`src/rtl/dm_reader.sv`:
```
// dm_reader: load unit front-end for a word-wide data memory.
// It accepts one load request at a time and classifies it as legal or illegal.
// A legal request issues a single read strobe and waits RD_LATENCY edges.
// The selected byte, half or word is then sign- or zero-extended.
// The result is held until the consumer takes it.
module dm_reader #(
    parameter int RD_LATENCY = 1
) (
    input  logic        Clk,
    input  logic        reset,
    input  logic        req_valid,
    output logic        req_ready,
    input  logic [31:0] ReqAddr,
    input  logic [2:0]  ldCon,
    output logic        mem_rd_en,
    output logic [10:0] mem_addr,
    input  logic [31:0] mem_rdata,
    output logic        rsp_valid,
    input  logic        rsp_ready,
    output logic [31:0] rsp_data,
    output logic        rsp_err
);

    typedef enum logic [1:0] {IDLE, READ, WAIT, RESP} state_t;

    // Edge number (READ edge = 1) at which the returning word is captured
    localparam logic [2:0] LAT = 3'(RD_LATENCY);

    state_t      state;
    logic [1:0]  lat_lane;
    logic [2:0]  lat_ld;
    logic [2:0]  wait_cnt;
    logic        illegal;
    logic [7:0]  sel_byte;
    logic [15:0] sel_half;
    logic [31:0] ext_data;
    logic        addr_unused;

    // Upper address bits play no part in decoding or addressing
    assign addr_unused = ^ReqAddr[31:16];

    // Classify the request presented on the inputs as legal or illegal
    always_comb begin
        illegal = 1'b0;
        if (ldCon > 3'd4)
            illegal = 1'b1;
        if (ReqAddr[15:13] != 3'd0)
            illegal = 1'b1;
        if ((ldCon == 3'd0) && (ReqAddr[1:0] != 2'd0))
            illegal = 1'b1;
        if (((ldCon == 3'd1) || (ldCon == 3'd2)) && ReqAddr[0])
            illegal = 1'b1;
    end

    // Pick the addressed lane of the returning word and extend it per load type
    always_comb begin
        case (lat_lane)
            2'd0:    sel_byte = mem_rdata[7:0];
            2'd1:    sel_byte = mem_rdata[15:8];
            2'd2:    sel_byte = mem_rdata[23:16];
            default: sel_byte = mem_rdata[31:24];
        endcase
        sel_half = lat_lane[1] ? mem_rdata[31:16] : mem_rdata[15:0];
        case (lat_ld)
            3'd0:    ext_data = mem_rdata;
            3'd1:    ext_data = {{16{sel_half[15]}}, sel_half};
            3'd2:    ext_data = {16'd0, sel_half};
            3'd3:    ext_data = {{24{sel_byte[7]}}, sel_byte};
            3'd4:    ext_data = {24'd0, sel_byte};
            default: ext_data = 32'd0;
        endcase
    end

    // Request/response sequencer with all outputs registered
    always_ff @(posedge Clk) begin
        if (reset) begin
            state     <= IDLE;
            req_ready <= 1'b1;
            mem_rd_en <= 1'b0;
            mem_addr  <= 11'd0;
            rsp_valid <= 1'b0;
            rsp_data  <= 32'd0;
            rsp_err   <= 1'b0;
            lat_lane  <= 2'd0;
            lat_ld    <= 3'd0;
            wait_cnt  <= 3'd0;
        end else begin
            case (state)
                IDLE: begin
                    if (req_valid) begin
                        lat_lane  <= ReqAddr[1:0];
                        lat_ld    <= ldCon;
                        req_ready <= 1'b0;
                        if (illegal) begin
                            state     <= RESP;
                            rsp_valid <= 1'b1;
                            rsp_err   <= 1'b1;
                            rsp_data  <= 32'd0;
                        end else begin
                            state     <= READ;
                            mem_rd_en <= 1'b1;
                            mem_addr  <= ReqAddr[12:2];
                        end
                    end
                end
                READ: begin
                    mem_rd_en <= 1'b0;
                    if (LAT <= 3'd1) begin
                        state     <= RESP;
                        rsp_valid <= 1'b1;
                        rsp_data  <= ext_data;
                        rsp_err   <= 1'b0;
                    end else begin
                        state    <= WAIT;
                        wait_cnt <= 3'd2;
                    end
                end
                WAIT: begin
                    if (wait_cnt == LAT) begin
                        state     <= RESP;
                        rsp_valid <= 1'b1;
                        rsp_data  <= ext_data;
                        rsp_err   <= 1'b0;
                    end else begin
                        wait_cnt <= wait_cnt + 3'd1;
                    end
                end
                RESP: begin
                    if (rsp_ready) begin
                        state     <= IDLE;
                        rsp_valid <= 1'b0;
                        rsp_data  <= 32'd0;
                        rsp_err   <= 1'b0;
                        req_ready <= 1'b1;
                    end
                end
                default: state <= IDLE;
            endcase
        end
    end

endmodule

```
`config.mk`:
```
export PLATFORM = sky130hd
export DESIGN_NAME = dm_reader
export DESIGN_NICKNAME = d
export VERILOG_FILES = /design/src/rtl/dm_reader.sv
export SDC_FILE = /design/constraint.sdc
export NUM_CORES = 1
export LEC_CHECK = 0
export ABC_AREA = 1
export CAP_MARGIN = 20
export CORE_MARGIN = 10
export CORE_UTILIZATION = 40
export DETAILED_ROUTE_END_ITERATION = 10
export MAX_ROUTING_LAYER = met4
export PLACE_DENSITY = 0.73
export SLEW_MARGIN = 30
export SYNTH_ARGS = -nofsm -noshare
export SYNTH_HDL_FRONTEND = slang
export SYNTH_SLANG_ARGS = --single-unit
```
`constraint.sdc`:
```
create_clock -name Clk -period 4.9 [get_ports Clk]
set_clock_uncertainty 0.2 [all_clocks]
set_input_delay 1.47 -clock Clk [delete_from_list [all_inputs] [get_ports Clk]]
set_output_delay 1.47 -clock Clk [all_outputs]
set_load 0.05 [all_outputs]
```
==> results.yml <==
drt:
  drtIter0Drc: 184
  drtPass1Iterations: 5
  route.detailed.drc: 0
  wire_per_inst_um: 14.8
  vias: 3412
  ant_nets: 0
  drt_wl_total_um: 9980
  vias_per_cell: 5.05
yosys:
  synth_warnings: 0
  synthXorXnorAreaFrac: 0
  synth_top_family_by_area: "simple AND/OR/NAND/NOR gates"
  yosys.area_share.simple: 0.375
  ys_ff_latch: 57
  synthesis.nets: 564
  synthMuxAreaShare: 0
  avgSynthCellArea_um2: 6.56
  synth-seq-area-share: 0.359
  synth_fa_ha_area_frac: 0.0315
  synth_cell_types: 26
  synth_area_um2: 3180
  netlist_instances: 485
  synth-compound-area-share: 0.154
critical_path:
  start_kind: "input pin"
  criticalPathCategory: "in -> reg"
  crit_path_max_fanout: 34
  crit_arrival_ps: 3260
  endpoint_kind: "flop"
  r2r-start: "state[1]"
  critPathLaunch: "ldCon[0]"
  crit_required_ps: 4960
die:
  die_y_um: 109
  dieArea_um2: 11900
  fp.coreArea_um2: 7730
  rows: 32
  start_util: 0.411
  die_width_um: 109
  io_pins: 118
min_path:
  hold_class: "reg -> reg"
  min_from: "rsp_data[7]"
timing:
  max_freq_ghz: 0.313
  setup_tns_ps: 0
  rsz0062_at_grt: "no"
  maxSlewViolCount: 0
  slew_headroom: 0.586
  setup_viol: 0
  finalCriticalPeriod_ps: 3200
  fin_crit_sh: 0.652
  finalHoldViolations: 0
  whs_ps: 264
  tightest_slew_ps: 619
grt:
  grt-ovfl-total: 0
  grt_pass1_wl_um: 15600
  grt_usage: 0.169
  grt_pass1_vias: 3132
  antenna_found_initial: 0
  grt_max_degree: 35
cts:
  cts-resized-gates: 0
  clk_latency_ps: 330
  postCtsSetupBuffers: 0
  clkSlewWorstSetupHoldPaths_ps: 60
  clock_sinks: 57
  cts_hold_buf: 0
  cts_root_buf: "clkbuf_8"
  numCtsBuffers: 9
  cts_max_level: 3
  tritoncts: "built"
  cts_max_path_buffers: 2
run:
  cap_violations: 0
place:
  gp_congestion: 0.884
  numPortBuffers: 101
  dp.cells: 661
  post-dp-hpwl_um: 7450
cells_and_area:
  fin_util: 0.561
  num_antenna_cells: 0
  stdcell_count: 676
  areaGrowthSynthToFinish_pct: 36.3
  final_common_cell: "nand2_1"
  nNetsFinal: 649
  final_cell_mix: "nand2_1, clkdlybuf4s50_1, nor2_1, nand3_1, dfxtp_1"
  drive_above_1_share: 0.0627
pwr:
  ir_worst_vdd_mv: 0.375
  fin_total_pwr_mw: 2.46
  power.density_nw_per_um2: 567
  p_leak_nw: 1.84
outcome:
  outcome: "complete, no violations"
where the power goes:
part | switching (mW) | total [mW] | internal (mW)
clock network | 0.180 | 0.373 | 0.193
registers | 0.0961 | 0.683 | 0.587
logic | 0.957 | 1.40 | 0.445
total | 1.23 | 2.46 | 1.22
kinds of logic after synthesis:
logic type	after synthesis
adders and majority gates	8
AOI/OAI and AO/OA	95
DFF	57
and+or+nand+nor	272
buffers and inverters	53
worst max-delay path: stages:
cell	delay, ps
clkdlybuf4s50_1	450
nor2_1	150
nand2_1	70
nand2_1	50
nand2_1	60
nand2_1	100
nand2_1	70
nand2_2	460
nand3_1	200
a21oi_1	160
routing by layer:
layer  global-route usage  wire length [µm]  up-vias
li1                     -                 -     1758
met2                0.260              4720       95
met3               0.0342               464       13
met5                    -                 0        -
met1                0.215              4630     1546
met4               0.0593               157        0
flip-flops by register name, summed over array words and instances, names as in the netlist:
name       count
rsp_data      32
state          2
lat_lane       2
wait_cnt       3
rsp_err        1
mem_addr      11
mem_rd_en      1
lat_ld         3
req_ready      1
rsp_valid      1
area by class of cell:
type	count	area, µm²
sequential	57	1140
clock inverter	3	17.5
clock buffer	12	145
timing repair buffer	103	1030
tap	102	128
fill	764	3390
multi-input combinational	375	1780
inverter	24	90.1
path summary, 6_finish.rpt:
check / to / slack [ps] / cells past startpoint
hold reg to reg: rsp_data[7] / 260 / 2
hold / removal: rsp_data[7] / 260 / 2
setup / recovery: rsp_data[5] / 1700 / 10
setup reg to reg: rsp_data[5] / 2490 / 10
metrics by stage:
step	area (µm²)	setup slack (ps)
after floorplan	3180	2190
after global placement	4170	1400
after detailed placement	4170	1360
after CTS	4330	1700
after global routing	4330	1500
final	4330	1700
synth_stat cells:
| cell | number | area share |
|---|---|---|
| a31oi_1 | 1 | 0.0020 |
| inv_1 | 20 | 0.024 |
| nand3b_4 | 1 | 0.0063 |
| a21boi_2 | 1 | 0.0035 |
| ha_1 | 8 | 0.031 |
| nor2_2 | 1 | 0.0020 |
| clkbuf_1 | 9 | 0.011 |
| nand3_4 | 1 | 0.0055 |
| nor2_4 | 1 | 0.0035 |
| nand4_4 | 1 | 0.0067 |
| buf_4 | 8 | 0.019 |
| nand3_2 | 2 | 0.0063 |
| dfxtp_1 | 57 | 0.36 |
| buf_2 | 10 | 0.016 |
| o211ai_1 | 1 | 0.0024 |
| nand2_1 | 121 | 0.14 |
| inv_2 | 4 | 0.0047 |
| nand3_1 | 67 | 0.11 |
| buf_6 | 2 | 0.0071 |
| or2_2 | 1 | 0.0020 |
| a21oi_2 | 1 | 0.0028 |
| nand2_2 | 5 | 0.0098 |
| a21oi_1 | 54 | 0.085 |
| nor2_1 | 70 | 0.083 |
| or2_1 | 1 | 0.0020 |
| o21ai_0 | 37 | 0.058 |
No activity file was read; power rests on OpenSTA's default activity.
